<file path="src/rtl/afrc_tex_fetch_pipe.sv">
`default_nettype none
// ============================================================================
// Module   : afrc_tex_fetch_pipe
// Brief    : Compressed texture block fetch pipeline. Issues one memory read
//            per accepted request, remembers the compression rate of each
//            outstanding read in an in-order queue, expands returned blocks
//            (1:1, 2:1, 4:1 byte replication) and buffers the decoded blocks
//            in an output FIFO. A credit counter bounds blocks in flight.
// Revision : 1.0 - initial release
// ============================================================================
module afrc_tex_fetch_pipe #(
    parameter int ADDR_W  = 64,
    parameter int BLOCK_W = 512,
    parameter int DEPTH   = 4
) (
    input  logic               clk,
    input  logic               rst_n,
    // request side
    input  logic               req_valid,
    input  logic [ADDR_W-1:0]  req_addr,
    input  logic [1:0]         req_mode,
    output logic               req_ready,
    // memory side
    output logic               mem_req,
    output logic [ADDR_W-1:0]  mem_addr,
    input  logic               mem_gnt,
    input  logic               mem_valid,
    input  logic [BLOCK_W-1:0] mem_rdata,
    // texel output side
    output logic               tex_valid,
    output logic [BLOCK_W-1:0] tex_data,
    input  logic               tex_ready,
    // status
    output logic               busy,
    output logic               err
);

    // ------------------------------------------------------------------------
    // Derived constants
    // ------------------------------------------------------------------------
    localparam int c_aw = (DEPTH > 1) ? $clog2(DEPTH) : 1;   // queue index width
    localparam int c_cw = $clog2(DEPTH + 1);                  // credit width
    localparam int c_nb = BLOCK_W / 8;                        // bytes per block

    localparam logic [c_cw-1:0] c_full     = c_cw'(DEPTH);
    localparam logic [c_cw-1:0] c_cred_one = c_cw'(1);
    localparam logic [c_aw:0]   c_ptr_one  = (c_aw + 1)'(1);

    localparam logic [1:0] c_mode_1to1 = 2'd0;
    localparam logic [1:0] c_mode_2to1 = 2'd1;
    localparam logic [1:0] c_mode_4to1 = 2'd2;
    localparam logic [1:0] c_mode_rsvd = 2'd3;

    // ------------------------------------------------------------------------
    // State
    // ------------------------------------------------------------------------
    logic [c_cw-1:0]    r_credits;
    logic               r_mem_req;
    logic [ADDR_W-1:0]  r_mem_addr;
    logic               r_err;

    // mode queue: one entry per read that has been accepted but not returned
    logic [1:0]         r_mq [DEPTH];
    logic [c_aw:0]      r_mq_wr;
    logic [c_aw:0]      r_mq_rd;

    // decoded output FIFO
    logic [BLOCK_W-1:0] r_fifo [DEPTH];
    logic [c_aw:0]      r_ff_wr;
    logic [c_aw:0]      r_ff_rd;

    // ------------------------------------------------------------------------
    // Handshake decode
    // ------------------------------------------------------------------------
    logic               w_req_ready;
    logic               w_accept;
    logic               w_pop;
    logic               w_mq_empty;
    logic               w_ff_empty;
    logic               w_push;
    logic               w_spurious;
    logic [1:0]         w_mode;
    logic [BLOCK_W-1:0] w_dec;

    // A new request waits until the previous one has been granted, so at most
    // one address is ever held on the memory port.
    assign w_req_ready = (r_credits < c_full) && !r_mem_req;
    assign w_accept    = req_valid && w_req_ready;

    assign w_mq_empty  = (r_mq_wr == r_mq_rd);
    assign w_ff_empty  = (r_ff_wr == r_ff_rd);

    // tex_ready is only meaningful while data is presented
    assign w_pop       = tex_ready && !w_ff_empty;

    // a return with no outstanding read has no mode to decode with: drop it
    assign w_push      = mem_valid && !w_mq_empty;
    assign w_spurious  = mem_valid && w_mq_empty;

    assign w_mode      = r_mq[r_mq_rd[c_aw-1:0]];

    // ------------------------------------------------------------------------
    // Block expansion: output byte k comes from source byte k, k/2 or k/4.
    // The reserved rate yields an all-zero block (and raises err below) so the
    // block still occupies its FIFO slot and the credit accounting stays exact.
    // ------------------------------------------------------------------------
    for (genvar k = 0; k < c_nb; k++) begin : g_byte
        always_comb begin
            w_dec[8*k +: 8] = 8'h00;
            case (w_mode)
                c_mode_1to1: w_dec[8*k +: 8] = mem_rdata[8*k       +: 8];
                c_mode_2to1: w_dec[8*k +: 8] = mem_rdata[8*(k/2)   +: 8];
                c_mode_4to1: w_dec[8*k +: 8] = mem_rdata[8*(k/4)   +: 8];
                default:     w_dec[8*k +: 8] = 8'h00;
            endcase
        end
    end

    // ------------------------------------------------------------------------
    // Credit counter: one credit per block between accept and consumer pop
    // ------------------------------------------------------------------------
    // count blocks in flight; accept and pop in the same cycle cancel out
    always_ff @(posedge clk or negedge rst_n) begin
        if (!rst_n) begin
            r_credits <= '0;
        end else if (w_accept && !w_pop) begin
            r_credits <= r_credits + c_cred_one;
        end else if (!w_accept && w_pop) begin
            r_credits <= r_credits - c_cred_one;
        end
    end

    // ------------------------------------------------------------------------
    // Memory request port
    // ------------------------------------------------------------------------
    // raise mem_req with the captured address on accept, drop it after grant
    always_ff @(posedge clk or negedge rst_n) begin
        if (!rst_n) begin
            r_mem_req  <= 1'b0;
            r_mem_addr <= '0;
        end else if (w_accept) begin
            r_mem_req  <= 1'b1;
            r_mem_addr <= req_addr;
        end else if (r_mem_req && mem_gnt) begin
            r_mem_req  <= 1'b0;
        end
    end

    // ------------------------------------------------------------------------
    // Mode queue
    // ------------------------------------------------------------------------
    // advance mode queue pointers: push on accept, pop on each matched return
    always_ff @(posedge clk or negedge rst_n) begin
        if (!rst_n) begin
            r_mq_wr <= '0;
            r_mq_rd <= '0;
        end else begin
            if (w_accept) begin
                r_mq_wr <= r_mq_wr + c_ptr_one;
            end
            if (w_push) begin
                r_mq_rd <= r_mq_rd + c_ptr_one;
            end
        end
    end

    // store the compression rate of each accepted request
    always_ff @(posedge clk) begin
        if (w_accept) begin
            r_mq[r_mq_wr[c_aw-1:0]] <= req_mode;
        end
    end

    // ------------------------------------------------------------------------
    // Output FIFO. Occupancy never exceeds the credit count, which is capped
    // at DEPTH, so push and pop may coincide even when the FIFO is full.
    // ------------------------------------------------------------------------
    // advance output FIFO pointers on push and pop independently
    always_ff @(posedge clk or negedge rst_n) begin
        if (!rst_n) begin
            r_ff_wr <= '0;
            r_ff_rd <= '0;
        end else begin
            if (w_push) begin
                r_ff_wr <= r_ff_wr + c_ptr_one;
            end
            if (w_pop) begin
                r_ff_rd <= r_ff_rd + c_ptr_one;
            end
        end
    end

    // capture decoded blocks into FIFO storage
    always_ff @(posedge clk) begin
        if (w_push) begin
            r_fifo[r_ff_wr[c_aw-1:0]] <= w_dec;
        end
    end

    // ------------------------------------------------------------------------
    // Sticky error: reserved rate decoded, or a return with nothing pending
    // ------------------------------------------------------------------------
    // latch any protocol or decode error until reset
    always_ff @(posedge clk or negedge rst_n) begin
        if (!rst_n) begin
            r_err <= 1'b0;
        end else if (w_spurious || (w_push && (w_mode == c_mode_rsvd))) begin
            r_err <= 1'b1;
        end
    end

    // ------------------------------------------------------------------------
    // Outputs. The FIFO head is masked while empty so tex_data reads zero
    // out of reset and whenever nothing is presented.
    // ------------------------------------------------------------------------
    assign req_ready = w_req_ready;
    assign mem_req   = r_mem_req;
    assign mem_addr  = r_mem_addr;
    assign tex_valid = !w_ff_empty;
    assign tex_data  = w_ff_empty ? '0 : r_fifo[r_ff_rd[c_aw-1:0]];
    assign busy      = (r_credits != '0);
    assign err       = r_err;

endmodule
`default_nettype wire

</file>
<file path="config.mk">
export PLATFORM = sky130hd
export DESIGN_NAME = afrc_tex_fetch_pipe
export DESIGN_NICKNAME = d
export VERILOG_FILES = /design/src/rtl/afrc_tex_fetch_pipe.sv
export SDC_FILE = /design/constraint.sdc
export NUM_CORES = 2
export LEC_CHECK = 0
export CORE_AREA = 2 2 447 449
export DETAILED_ROUTE_END_ITERATION = 12
export DIE_AREA = 0 0 449 451
export PLACE_DENSITY = 0.67
export SYNTH_ARGS = -nofsm -noshare
export SYNTH_HDL_FRONTEND = slang
export SYNTH_SLANG_ARGS = --single-unit
</file>
<file path="constraint.sdc">
create_clock -name clk -period 38 [get_ports clk]
set_clock_uncertainty 0.15 [all_clocks]
set_input_delay 7.6 -clock clk [delete_from_list [all_inputs] [get_ports clk]]
set_output_delay 7.6 -clock clk [all_outputs]
set_load 0.1 [all_outputs]
</file>
* After elaboration in Yosys (flattened, before gate mapping) *
Memories as Yosys holds them, arrays and structs flattened.
Cells that the tools add are included.

storage, ports and cells
  RAM bits = 2056
  register bits = 81
  logic and storage cells = 116
  output and inout port bits = 581
  memories kept = 2

memory list
  memory  words  bits a word  read ports  clocked after Yosys merged registers in  wr ports  RTL line  text
  r_fifo  4      512          1           0                                        1         68        logic [BLOCK_W-1:0] r_fifo [DEPTH];
  r_mq    4      2            1           0                                        1         63        logic [1:0] r_mq [DEPTH];

operators by class
  equality and inequality tests = 5
  order comparisons = 1
  add/sub/neg operators = 6
  mux-type cells = 73
  reduce and logical (&&, ||, !) cells = 21

operators by type and width
  operator                                             count
  case mux 8 bit (3 select lines)                      62
  2-to-1 mux 512 bit                                   1
  case mux 8 bit (2 select lines)                      1
  adder 3 x 1 -> 3 bit, second input constant          5
  logical AND 1 bit                                    9
  2-to-1 mux 8 bit                                     1
  equality test 3 bit                                  2
  2-to-1 mux 1 bit                                     6
  2-to-1 mux 3 bit                                     2
  zero test 1 bit                                      5
  equality test 2 bit, second input constant           2
  nonzero test 2 bit                                   2
  < comparator 3 bit, second input constant            1
  nonzero test 3 bit                                   1
  OR reduction 3 bit                                   1
  subtractor 3 x 1 -> 3 bit, second input constant     1
  equality test 2 x 1 -> 1 bit, second input constant  1
  zero test 2 bit                                      1
  OR reduction 2 bit                                   1
  logical OR 1 bit                                     1

* Logic depth before layout (Yosys ltp) *
  depth in word-level cells = 7
  depth in mapped cells = 9

* Worst setup path before layout *
No wires, ideal clock.

  path type = in2reg
  start = in mem_valid
  end = mem r_fifo[0][0], enable pin
  stages = 2
  library setup time = 0.943 ns
  required time = 36.907 ns
  arrival time = 19.463 ns
  path slack = 17.443 ns
  cell sequence = o31a_1 > and2_1

between the ends
  cells in the longest elaborated chain, start to end = 3

ends and longest elaborated chain
  what                                    RTL line  text
  start, declared                         27        input logic mem_valid,
  logical AND 1 bit                       97        assign w_push = mem_valid && !w_mq_empty;
  2-to-1 mux 1 bit                        195       if (w_push) begin
  2-to-1 mux 1 bit (not written as such)  196       r_fifo[r_ff_wr[c_aw-1:0]] <= w_dec;
  end, declared                           68

No other way between the ends.

* Worst setup path after layout *
  start = reg r_ff_rd[0]
  end = out tex_data[195]

between the ends
  cells in the longest elaborated chain, start to end = 2

ends and longest elaborated chain
  what                                                         RTL line  text
  start, declared                                              70        logic [c_aw:0] r_ff_rd;
  start signal, assigned                                       188       r_ff_rd <= r_ff_rd + c_ptr_one;
  memory (4 x 512 bit) or equality test 3 bit (tied branches)  -
  2-to-1 mux 512 bit (*)                                       220       assign tex_data = w_ff_empty ? '0 : r_fifo[r_ff_rd[c_aw-1:0]];
  end, declared                                                31        output logic [BLOCK_W-1:0] tex_data,

Mark *: on every way between the ends. The rest lies on a longest branch, timed or not.

==> qor.yml <==
detailed_routing:
  wl_per_cell_microns: 32.25
  vias: 50670
  ant_nets: 0
  drt-vias-per-instance: 5.783
  first_pass_iters: 6
  drc_errors: 0
  wl_mm: 282.6
  dr.first_iter.drc_count: 5234
cts:
  cts_htree_levels: 4
  cts_hold_buf: 0
  post_cts_buffers: 0
  numCtsBuffers: 215
  clk_latency_ns: 0.87
  root_buffer: "clkbuf_16"
  cts_tree: "built"
  clkSinkCount: 2137
  clkSlewWorstSetupHoldPaths_ns: 0.06
  cts-resized-gates: 0
  cts_buffer_depth: 3
logic_synthesis:
  syn_inst: 4733
  yosys.area.top_type_share_pct: 70.17
  ys.warnings.count: 0
  yosysSeqAreaShare_pct: 72.47
  synth_cell_types: 29
  async_reset_ff_share_pct: 3.790
  synth_area_sq_um: 87990
  avgSynthCellArea_sq_um: 18.59
  synth_fp_nets: 5333
  yosys.area.top_type: "edfxtp_1"
  synth_edf_count: 2056
  synth_flop_cell: "edfxtp_1"
  ys_ff_latch: 2137
  synth_area_leaders: "edfxtp_1 (70%), mux4_2 (13%), a21o_1 (4.2%), and2_1 (3.7%), dfrtp_1 (2.3%)"
global_routing:
  first_global_vias: 51180
  grt_pass1_wl_mm: 391.7
  antenna_found_initial: 55
  globalRoute.totalOverflow: 0
  grt_max_degree: 182
  grt_usage_pct: 27.35
sta:
  rsz0062_at_grt: "no"
  hold_violations: 0
  setup_violations: 0
  worstMarginPinSlew_ns: 1.238
  relSlewSlack_pct: 17.19
  min_period_over_period_pct: 39.07
  fin_tns_setup_ns: 0
  min_period_ns: 14.84
  drv_slew: 0
  fmax_ghz: 0.06736
floorplanning:
  dieArea_sq_um: 202500
  core_sq_um: 198200
  fp-row-count: 164
  boundaryPins: 1165
  start_util_pct: 44.39
  die_x_microns: 449
  die_h_microns: 451
finish:
  synthToLayoutAreaGrowth_pct: 24.09
  fin_nets: 6481
  drive_gt1_share_pct: 16.79
critical_path:
  crit_path_top_delay_cell: "clkdlybuf4s50_1"
  cp.arrival_ns: 7.09
  end_kind: "primary output"
  required_ns: 30.25
  critical_path.max_fanout: 49
  max_stage_delay_ns: 1.06
  crit_top_cell: "buf_4"
  cpLargestDelayFamily: "buffers and inverters"
  path_class: "register to primary output"
  cp_cell_sequence: "buf_4 > buf_4 > buf_4 > buf_4 > mux4_2 > and2_1 > clkdlybuf4s50_1"
  cp_num_buf_inv: 5
  startpoint_type: "register"
placement:
  dp_hpwl_mm: 193.8
  gp_congestion: 0.8764
  port_buffers: 1164
run_status:
  outcome: "complete, no violations"
hold_path:
  hold_class: "register to register"
run:
  max-cap-violations: 0
## cell usage in the layout (no fill, tap or decap), types with 3 or more instances in the layout
cell / count
clkinv_16: 9
a22o_1: 8
and2_1: 516
edfxtp_1: 2056
inv_1: 9
clkbuf_8: 3
and2_4: 3
clkdlybuf4s50_1: 1117
inv_16: 3
xnor2_1: 7
dfrtp_1: 79
mux4_2: 514
nand2_1: 361
buf_12: 7
xor2_1: 10
o311ai_0: 3
nor2_1: 10
diode_2: 44
a21oi_1: 241
clkinv_2: 38
bufinv_16: 25
a21o_1: 497
buf_4: 112
clkbuf_16: 215
clkinv_1: 48
ha_4: 3
nor2b_1: 9
clkinvlp_4: 3
ha_1: 12
clkbuf_1: 48
clkinv_4: 3
a22oi_1: 8
mux2_2: 68
## cell type report
cell class                      instances  area, sq um
Fill cell                           15540        89040
Tap cell                             2656         3323
Sequential cell                      2137        63770
Clock buffer                          266         5602
Clock inverter                        133         1550
Inverter                               10        45.04
Antenna cell                           44        110.1
Timing Repair Buffer                 1238        12170
Multi-Input combinational cell       2279        22610
## cell families after synthesis
group / share of synthesized area (%)
adders and majority gates: 0.2361
muxes: 14.03
xor gates and xnor gates: 0.1692
AOI/OAI and AO/OA: 5.823
and+or+nand+nor: 5.367
DFF: 72.47
buffers and inverters: 1.906
## registers in the layout, indices dropped and copies added (netlist names), 3 cells and up
| name | flops |
|---|---|
| r_mq_rd | 3 |
| r_mq | 8 |
| r_ff_rd | 3 |
| mem_addr | 64 |
| r_fifo | 2048 |
| r_credits | 3 |
| r_ff_wr | 3 |
| r_mq_wr | 3 |
## worst register-to-register path: cells and delay by family (launching register included)
kind | cells | cell delay [ns]
fa+ha+maj | 1 | 0.75
mux | 1 | 0.64
simple gates | 1 | 0.16
buf+inv | 4 | 2.29
compound gates | 2 | 1.02
flops | 1 | 0.51
## path summary, 6_finish.rpt
kind                                              from                  endpoint  slack (ns)  depth (start not counted)
min in group asynchronous                        rst_n  mem_addr[34]$_DFFE_PN0P_        6.78                          1
worst max-delay path            r_ff_rd[0]$_DFFE_PN0P_             tex_data[195]       23.16                          7
worst min register to register  r_mq_wr[2]$_DFFE_PN0P_    r_mq_wr[2]$_DFFE_PN0P_        0.34                          1
worst max register to register  r_mq_rd[0]$_DFFE_PN0P_  r_fifo[0][434]$_DFFE_PP_       32.35                          9
worst min-delay path            r_mq_wr[2]$_DFFE_PN0P_    r_mq_wr[2]$_DFFE_PN0P_        0.34                          1
max in group asynchronous                        rst_n    r_ff_rd[0]$_DFFE_PN0P_       30.13                          1
## metal layers
metal / vias up / wire (microns) / part of all wire, % / global-route usage, %
met5: - / 95 / 0.034 / 0
met4: 14 / 14000 / 5.0 / 13.47
met3: 455 / 23420 / 8.3 / 6.834
met2: 2306 / 137400 / 49 / 43.91
met1: 26870 / 107600 / 38 / 34.84
li1: 21030 / - / - / -
## stage by stage
stage          instances  setup slack, ns  util (%)  hold WS, ns  cell area (sq um)
4_1_cts             8719            22.88     55.03       0.3388             109100
3_5_place_dp        8320            23.83     51.42       0.3328             101900
3_3_place_gp        8320            23.88     51.42       0.3280             101900
6_report            8763            23.16     55.08       0.3383             109200
2_1_floorplan       4733            17.44         -       0.3107              87990
5_1_grt             8755            22.51     55.07       0.3499             109200
## Yosys cell counts, types with 10 or more instances
cell type     n
edfxtp_1   2056
and2_1      519
mux4_2      514
a21o_1      497
nand2_1     361
a21oi_1     241
buf_2       112
clkbuf_1     95
dfrtp_1      81
mux2_2       68
buf_1        48
buf_6        45
ha_1         15
inv_1        10
nor2_1       10
nor2b_1      10
xor2_1       10
Power is not shown: default switching activity piles up to over one toggle a cycle in this logic, so the estimate is an artifact.
